## config.mk

```make
export PLATFORM = sky130hd
export DESIGN_NAME = dac_interface
export DESIGN_NICKNAME = d
export VERILOG_FILES = /design/src/rtl/dac_interface.sv
export SDC_FILE = /design/constraint.sdc
export NUM_CORES = 1
export LEC_CHECK = 0
export BUFFER_PORTS_ARGS = -buffer_cell sky130_fd_sc_hd__buf_2
export CAP_MARGIN = 25
export CORE_AREA = 10 10 68 112
export CTS_CLUSTER_DIAMETER = 200
export DETAILED_ROUTE_END_ITERATION = 10
export DIE_AREA = 0 0 78 122
export GPL_TIMING_DRIVEN = 0
export PLACE_DENSITY = 0.67
export SLEW_MARGIN = 30
export SYNTH_ARGS = -nofsm -noshare
export SYNTH_HDL_FRONTEND = slang
export SYNTH_SLANG_ARGS = --single-unit
```

## constraint.sdc

```tcl
create_clock -name SYS_CLK -period 2.9 [get_ports SYS_CLK]
set_input_delay 0.29 -clock SYS_CLK [delete_from_list [all_inputs] [get_ports SYS_CLK]]
set_output_delay 0.29 -clock SYS_CLK [all_outputs]
set_load 0.005 [all_outputs]
```

## src/rtl/dac_interface.sv

```systemverilog
// dac_interface
// Transmit path from the signal-generation logic to an external SDR parallel DAC.
// A small FIFO takes samples over a valid/ready stream. A two-state controller
// divides SYS_CLK into DAC_CLK and launches one sample per DAC_CLK period, on
// the falling edge. The DAC latches on the rising edge, so data is stable for
// half a period on either side of that edge.
// All logic runs on the rising edge of SYS_CLK.

module dac_interface #(
    parameter int                 DATA_W     = 10,
    parameter int                 CLK_DIV    = 4,     // even, >= 2
    parameter int                 FIFO_DEPTH = 4,     // power of two, >= 2
    parameter logic [DATA_W-1:0]  IDLE_CODE  = 10'h200
) (
    input  logic              SYS_CLK,
    input  logic              RESET_N,
    input  logic              ENABLE,
    input  logic [DATA_W-1:0] APP_DATA,
    input  logic              APP_DATA_VALID,
    output logic              APP_DATA_READY,
    output logic              UNDERRUN,
    output logic              DAC_CLK,
    output logic [DATA_W-1:0] DAC_D,
    output logic              DAC_DTR
);

    localparam int PH_W  = $clog2(CLK_DIV);
    localparam int AW    = $clog2(FIFO_DEPTH);
    localparam int CNT_W = AW + 1;

    // Phase at which DAC_CLK falls and a sample is launched.
    localparam logic [PH_W-1:0] PH_STROBE = PH_W'(CLK_DIV / 2 - 1);
    // Last phase of a DAC_CLK period; the only point where a stop is honoured.
    localparam logic [PH_W-1:0] PH_LAST   = PH_W'(CLK_DIV - 1);
    // First phase of the low half of DAC_CLK.
    localparam logic [PH_W-1:0] PH_HALF   = PH_W'(CLK_DIV / 2);

    localparam logic [CNT_W-1:0] CNT_FULL = CNT_W'(FIFO_DEPTH);

    typedef enum logic {
        ST_IDLE,
        ST_RUN
    } state_t;

    // ------------------------------------------------------------------
    // Sample FIFO
    // ------------------------------------------------------------------
    logic [DATA_W-1:0] mem [FIFO_DEPTH];
    logic [AW-1:0]     wr_ptr;
    logic [AW-1:0]     rd_ptr;
    logic [CNT_W-1:0]  count;
    logic              full;
    logic              empty;
    logic              push;
    logic              pop;
    logic [DATA_W-1:0] head;

    assign full           = (count == CNT_FULL);
    assign empty          = (count == '0);
    assign push           = APP_DATA_VALID && !full;
    assign head           = mem[rd_ptr];
    assign APP_DATA_READY = !full;

    // Sample storage: written on every accepted sample.
    // NOTE: the storage array has no reset; the count/pointers alone decide
    // which entries are valid, and leaving it unreset keeps it a plain RAM.
    always_ff @(posedge SYS_CLK) begin
        if (push) begin
            mem[wr_ptr] <= APP_DATA;
        end
    end

    // FIFO bookkeeping: pointers wrap naturally because depth is a power of two.
    // NOTE: sequential state uses non-blocking assignments so every register
    // samples the pre-edge values, whatever order the blocks are evaluated in.
    always_ff @(posedge SYS_CLK or negedge RESET_N) begin
        if (!RESET_N) begin
            wr_ptr <= '0;
            rd_ptr <= '0;
            count  <= '0;
        end else begin
            if (push) begin
                wr_ptr <= wr_ptr + 1'b1;
            end
            if (pop) begin
                rd_ptr <= rd_ptr + 1'b1;
            end
            case ({push, pop})
                2'b10:   count <= count + 1'b1;
                2'b01:   count <= count - 1'b1;
                default: count <= count;
            endcase
        end
    end

    // ------------------------------------------------------------------
    // DAC clock / launch controller
    // ------------------------------------------------------------------
    state_t            state_q;
    state_t            state_n;
    logic [PH_W-1:0]   phase_q;
    logic [PH_W-1:0]   phase_n;
    logic              dac_clk_q;
    logic              dac_clk_n;
    logic [DATA_W-1:0] dac_d_q;
    logic [DATA_W-1:0] dac_d_n;
    logic              dac_dtr_q;
    logic              dac_dtr_n;
    logic              underrun_q;
    logic              underrun_n;

    // Controller and output registers: all pin-facing outputs come straight from flops.
    always_ff @(posedge SYS_CLK or negedge RESET_N) begin
        if (!RESET_N) begin
            state_q    <= ST_IDLE;
            phase_q    <= '0;
            dac_clk_q  <= 1'b0;
            dac_d_q    <= IDLE_CODE;
            dac_dtr_q  <= 1'b0;
            underrun_q <= 1'b0;
        end else begin
            state_q    <= state_n;
            phase_q    <= phase_n;
            dac_clk_q  <= dac_clk_n;
            dac_d_q    <= dac_d_n;
            dac_dtr_q  <= dac_dtr_n;
            underrun_q <= underrun_n;
        end
    end

    // Next state, phase and pin values; also decides when the FIFO is popped.
    // NOTE: every signal gets a default before the case statement so that no
    // path leaves one unassigned, which would infer a latch.
    always_comb begin
        state_n    = state_q;
        phase_n    = phase_q;
        dac_clk_n  = dac_clk_q;
        dac_d_n    = dac_d_q;
        dac_dtr_n  = dac_dtr_q;
        underrun_n = underrun_q;
        pop        = 1'b0;

        case (state_q)
            ST_IDLE: begin
                phase_n   = '0;
                dac_clk_n = 1'b0;
                dac_d_n   = IDLE_CODE;
                dac_dtr_n = 1'b0;
                if (ENABLE) begin
                    // DAC_CLK rises on the same edge that starts the run.
                    state_n   = ST_RUN;
                    dac_clk_n = 1'b1;
                end
            end

            ST_RUN: begin
                if (phase_q == PH_LAST && !ENABLE) begin
                    // Stop only at the end of a full period, so the DAC never
                    // sees a runt clock pulse.
                    state_n    = ST_IDLE;
                    phase_n    = '0;
                    dac_clk_n  = 1'b0;
                    dac_d_n    = IDLE_CODE;
                    dac_dtr_n  = 1'b0;
                    underrun_n = 1'b0;
                end else begin
                    phase_n   = (phase_q == PH_LAST) ? '0 : phase_q + 1'b1;
                    dac_clk_n = (phase_n < PH_HALF);
                    if (phase_q == PH_STROBE) begin
                        // The empty flag is registered, so a sample written on
                        // this same edge is not visible yet and goes out at
                        // the next strobe.
                        if (!empty) begin
                            pop       = 1'b1;
                            dac_d_n   = head;
                            dac_dtr_n = 1'b1;
                        end else begin
                            dac_d_n    = IDLE_CODE;
                            dac_dtr_n  = 1'b0;
                            underrun_n = 1'b1;
                        end
                    end
                end
            end

            default: begin
                state_n = ST_IDLE;
            end
        endcase
    end

    assign DAC_CLK  = dac_clk_q;
    assign DAC_D    = dac_d_q;
    assign DAC_DTR  = dac_dtr_q;
    assign UNDERRUN = underrun_q;

endmodule

```

==> results.md <==
- Outcome: finished clean
- Switch Pwr: 920.9 uW
- Leak Pwr: 1.199 nW
- CTS buffer count: 9
- Slowest CP cell: dfrtp_1
- Gr ovfl total: 0
- DR WL/cell: 17.00 um
- Post-route antenna net violation count: 0
- Clk root buf: clkbuf_8
- CP required: 3.15 ns
- CP Cell Sequence: ha_1 -> nand2b_1 -> and3_4 -> buf_6 -> ha_1 -> inv_1 -> fa_1 -> xor2_1 -> nor2_1 -> xor2_1
- Clock Sinks: 63
- Worst endpoint data arrival time: 2.53 ns
- Final setup fails: 0
- RSZ-0062 raised after global routing: false
- Combinational Power Share: 31.3%
- Fin Clk Skew: 0.009495 ns
- Initial antenna violation count: 0
- Core ar.: 5787 um^2
- Share of layout cells above drive strength 1: 37.43%
- Die ar.: 9516 um^2
- First DRT Iteration DRCs: 48
- Final Hold Fails: 0
- Via density: 4.981
- Fin crit period: 2.286 ns
- Clock group share of total power: 25.5%
- HPWL after DPL: 3.249 mm
- GPL Wtd Cong: 0.7485
- Sequential cell area fraction in the yosys report: 71.05%
- IO Count: 28
- Main area contributors after synthesis: edfxtp_1 (48%), dfrtp_1 (22%), mux4_2 (9.0%)
- Maximum fanout along the worst path: 10
- Setup CP Type: flip-flop to flip-flop
- DR vias: 1280
- Slew headroom: 65.95%
- Seq pwr share: 43.2%
- Post-synth ARST share: 36.51%
- Dominant synthesized flop cell: edfxtp_1
- PD cells: 1057 nW/um^2
- Critical Path Max Stage Delay: 0.41 ns
- PortBufs: 27
- Worst-Margin Slew: 0.5107 ns
- Fin. max-slew vios: 0
- DIE WIDTH: 78 um
- H-tree Lvls: 3
- CP Buf/Inv Count: 2
- P&R area growth vs syn: 18.20%
- Clock-pin slew on the worst setup and hold paths: 0.07 ns
- Post-synthesis cell area: 2502 um^2
- DIE HEIGHT: 122 um
- Number of nets in the layout: 196
- Ant diodes: 0
- Post-CTS setup buffers: 0
- Starting Density: 43.24%
- Yosys top cell area share: 48.00%
- Max clock buf depth: 2
- Syn_nets: 157
- Critical path startpoint category: flip-flop
- DRC: 0
- Hold Path Class: input pin to flip-flop
- Maxcap violations: 0
- Peak supply drop: 451.2 uV
- FF+latch count, synth: 63
- Pin count of the biggest net entering global routing: 24
- Worst skew pair latency: 0.33 ns
- Avg Cell Area, Syn: 18.54 um^2
- Commonest cells after routing, fill and taps aside: edfxtp_1 (40), buf_2 (29), dfrtp_1 (22), mux4_2 (10)
- Post-synth top area cell: edfxtp_1
- Part of the cycle the worst path needs: 78.84%
- CTS tree: yes
- DRT Pass-1 Iters: 4
- Highest clock rate: 0.4374 GHz
- Fill cells: 494
- EDFF count, synth: 40
- Hold_buf cts: 1
- Syn Inst Count: 135
- Setup TNS: 0 ns
- Commonest non-fill, non-tap cell in the layout: edfxtp_1
- First-pass GRT wire length: 7.024 mm
- Vias in the first global route: 1474
- Total Wirelength: 4.370 mm
- Cell Rows: 37
- Post-cts sizing count: 0
- Sw Ratio: 29.45%
- Total track usage: 9.799%
- Internal power: 2.206 mW
- Warnings, synthesis: 0
- Overall Power: 3.127 mW
- Crit-path leading delay family: adder cells
- Yosys cell types: 32
- Crit path capture type: flip-flop
## flip-flops by register name, summed over array words and instances, names as in the netlist
signal and cells:
DAC_CLK 1, DAC_D 10, DAC_DTR 1, UNDERRUN 1, count 3, mem 40, phase_q 2, rd_ptr 2
state_q 1, wr_ptr 2
## worst paths after layout
path                       slack [ns]   endpoint  cells past startpoint         from
max                              0.61   count[2]                     10   phase_q[0]
min reg2reg                      0.48    DAC_DTR                      1      DAC_DTR
max reg2reg                      0.61   count[2]                     10   phase_q[0]
min in group asynchronous        0.46   DAC_D[4]                      2      RESET_N
max in group asynchronous        2.08   DAC_D[9]                      2      RESET_N
min                              0.17  mem[2][2]                      1  APP_DATA[2]
## cell usage after synthesis (all sizes together), types with 2 or more instances
| cell type | n |
|---|---|
| inv | 9 |
| and2 | 2 |
| ha | 7 |
| nor2b | 2 |
| a22o | 9 |
| xnor2 | 3 |
| dfrtp | 22 |
| xor2 | 3 |
| and3 | 5 |
| nand2b | 3 |
| mux4 | 10 |
| nor2 | 2 |
| edfxtp | 40 |
| buf | 4 |
| mux2 | 2 |
## worst register-to-register path, delay by kind of cell (launching register included)
family                     cells  cell delay (ns)
xor gates and xnor gates       2             0.33
adders and majority gates      3             0.78
buffers and inverters          2             0.21
DFF                            1             0.41
and+or+nand+nor                3             0.46
## power by group through the flow
stage	Sequential, mW	Clock [mW]	Combinational, mW
after global routing	1.38	0.849	1.10
after detailed placement	1.37	0	1.01
after CTS	1.35	0.817	1.01
after global placement	1.35	0	0.945
final	1.35	0.798	0.978
after floorplan	1.34	0	0.720
## through the flow
| stage | utilization [%] | instance area, um^2 | worst slack, ns | std cells | hold slack [ns] |
|---|---|---|---|---|---|
| finish | 51.11 | 2958 | 0.6136 | 257 | 0.1725 |
| global route | 51.11 | 2958 | 0.4412 | 257 | 0.1641 |
| CTS | 51.11 | 2958 | 0.5820 | 257 | 0.1597 |
| detailed placement | 47.26 | 2735 | 0.5883 | 240 | 0.2962 |
| global placement | 47.26 | 2735 | 0.7291 | 240 | 0.2800 |
| floorplan | - | 2502 | 0.8333 | 135 | -0.005591 |
## cell type report
cell class / instances / area [um^2] / share of cell area [%]
flip-flops and latches: 63 / 1778 / 60.11
multi-input cells: 59 / 661.9 / 22.38
repair buffers: 28 / 145.1 / 4.907
clock inverters: 6 / 85.08 / 2.876
plain buffers: 4 / 28.78 / 0.9729
inverters: 9 / 33.78 / 1.142
well taps: 78 / 97.59 / 3.299
clock buffers: 10 / 127.6 / 4.315
## cell families after synthesis
group,after synthesis,synth area share (%)
buf+inv,13,2.500
xor+xnor,6,2.100
flops,63,71.05
mux,12,10.05
compound gates,14,4.600
simple gates,19,5.400
fa+ha+maj,8,4.300
## layer usage
metal / global-route usage (%) / vias up / wire [um]
met3: 4.351 / 9 / 281
li1: - / 584 / -
met5: 0 / - / 0
met2: 18.13 / 29 / 2484
met1: 8.452 / 658 / 1519
met4: 5.518 / 0 / 85
Note: power is estimated with default switching activity, not from simulation.
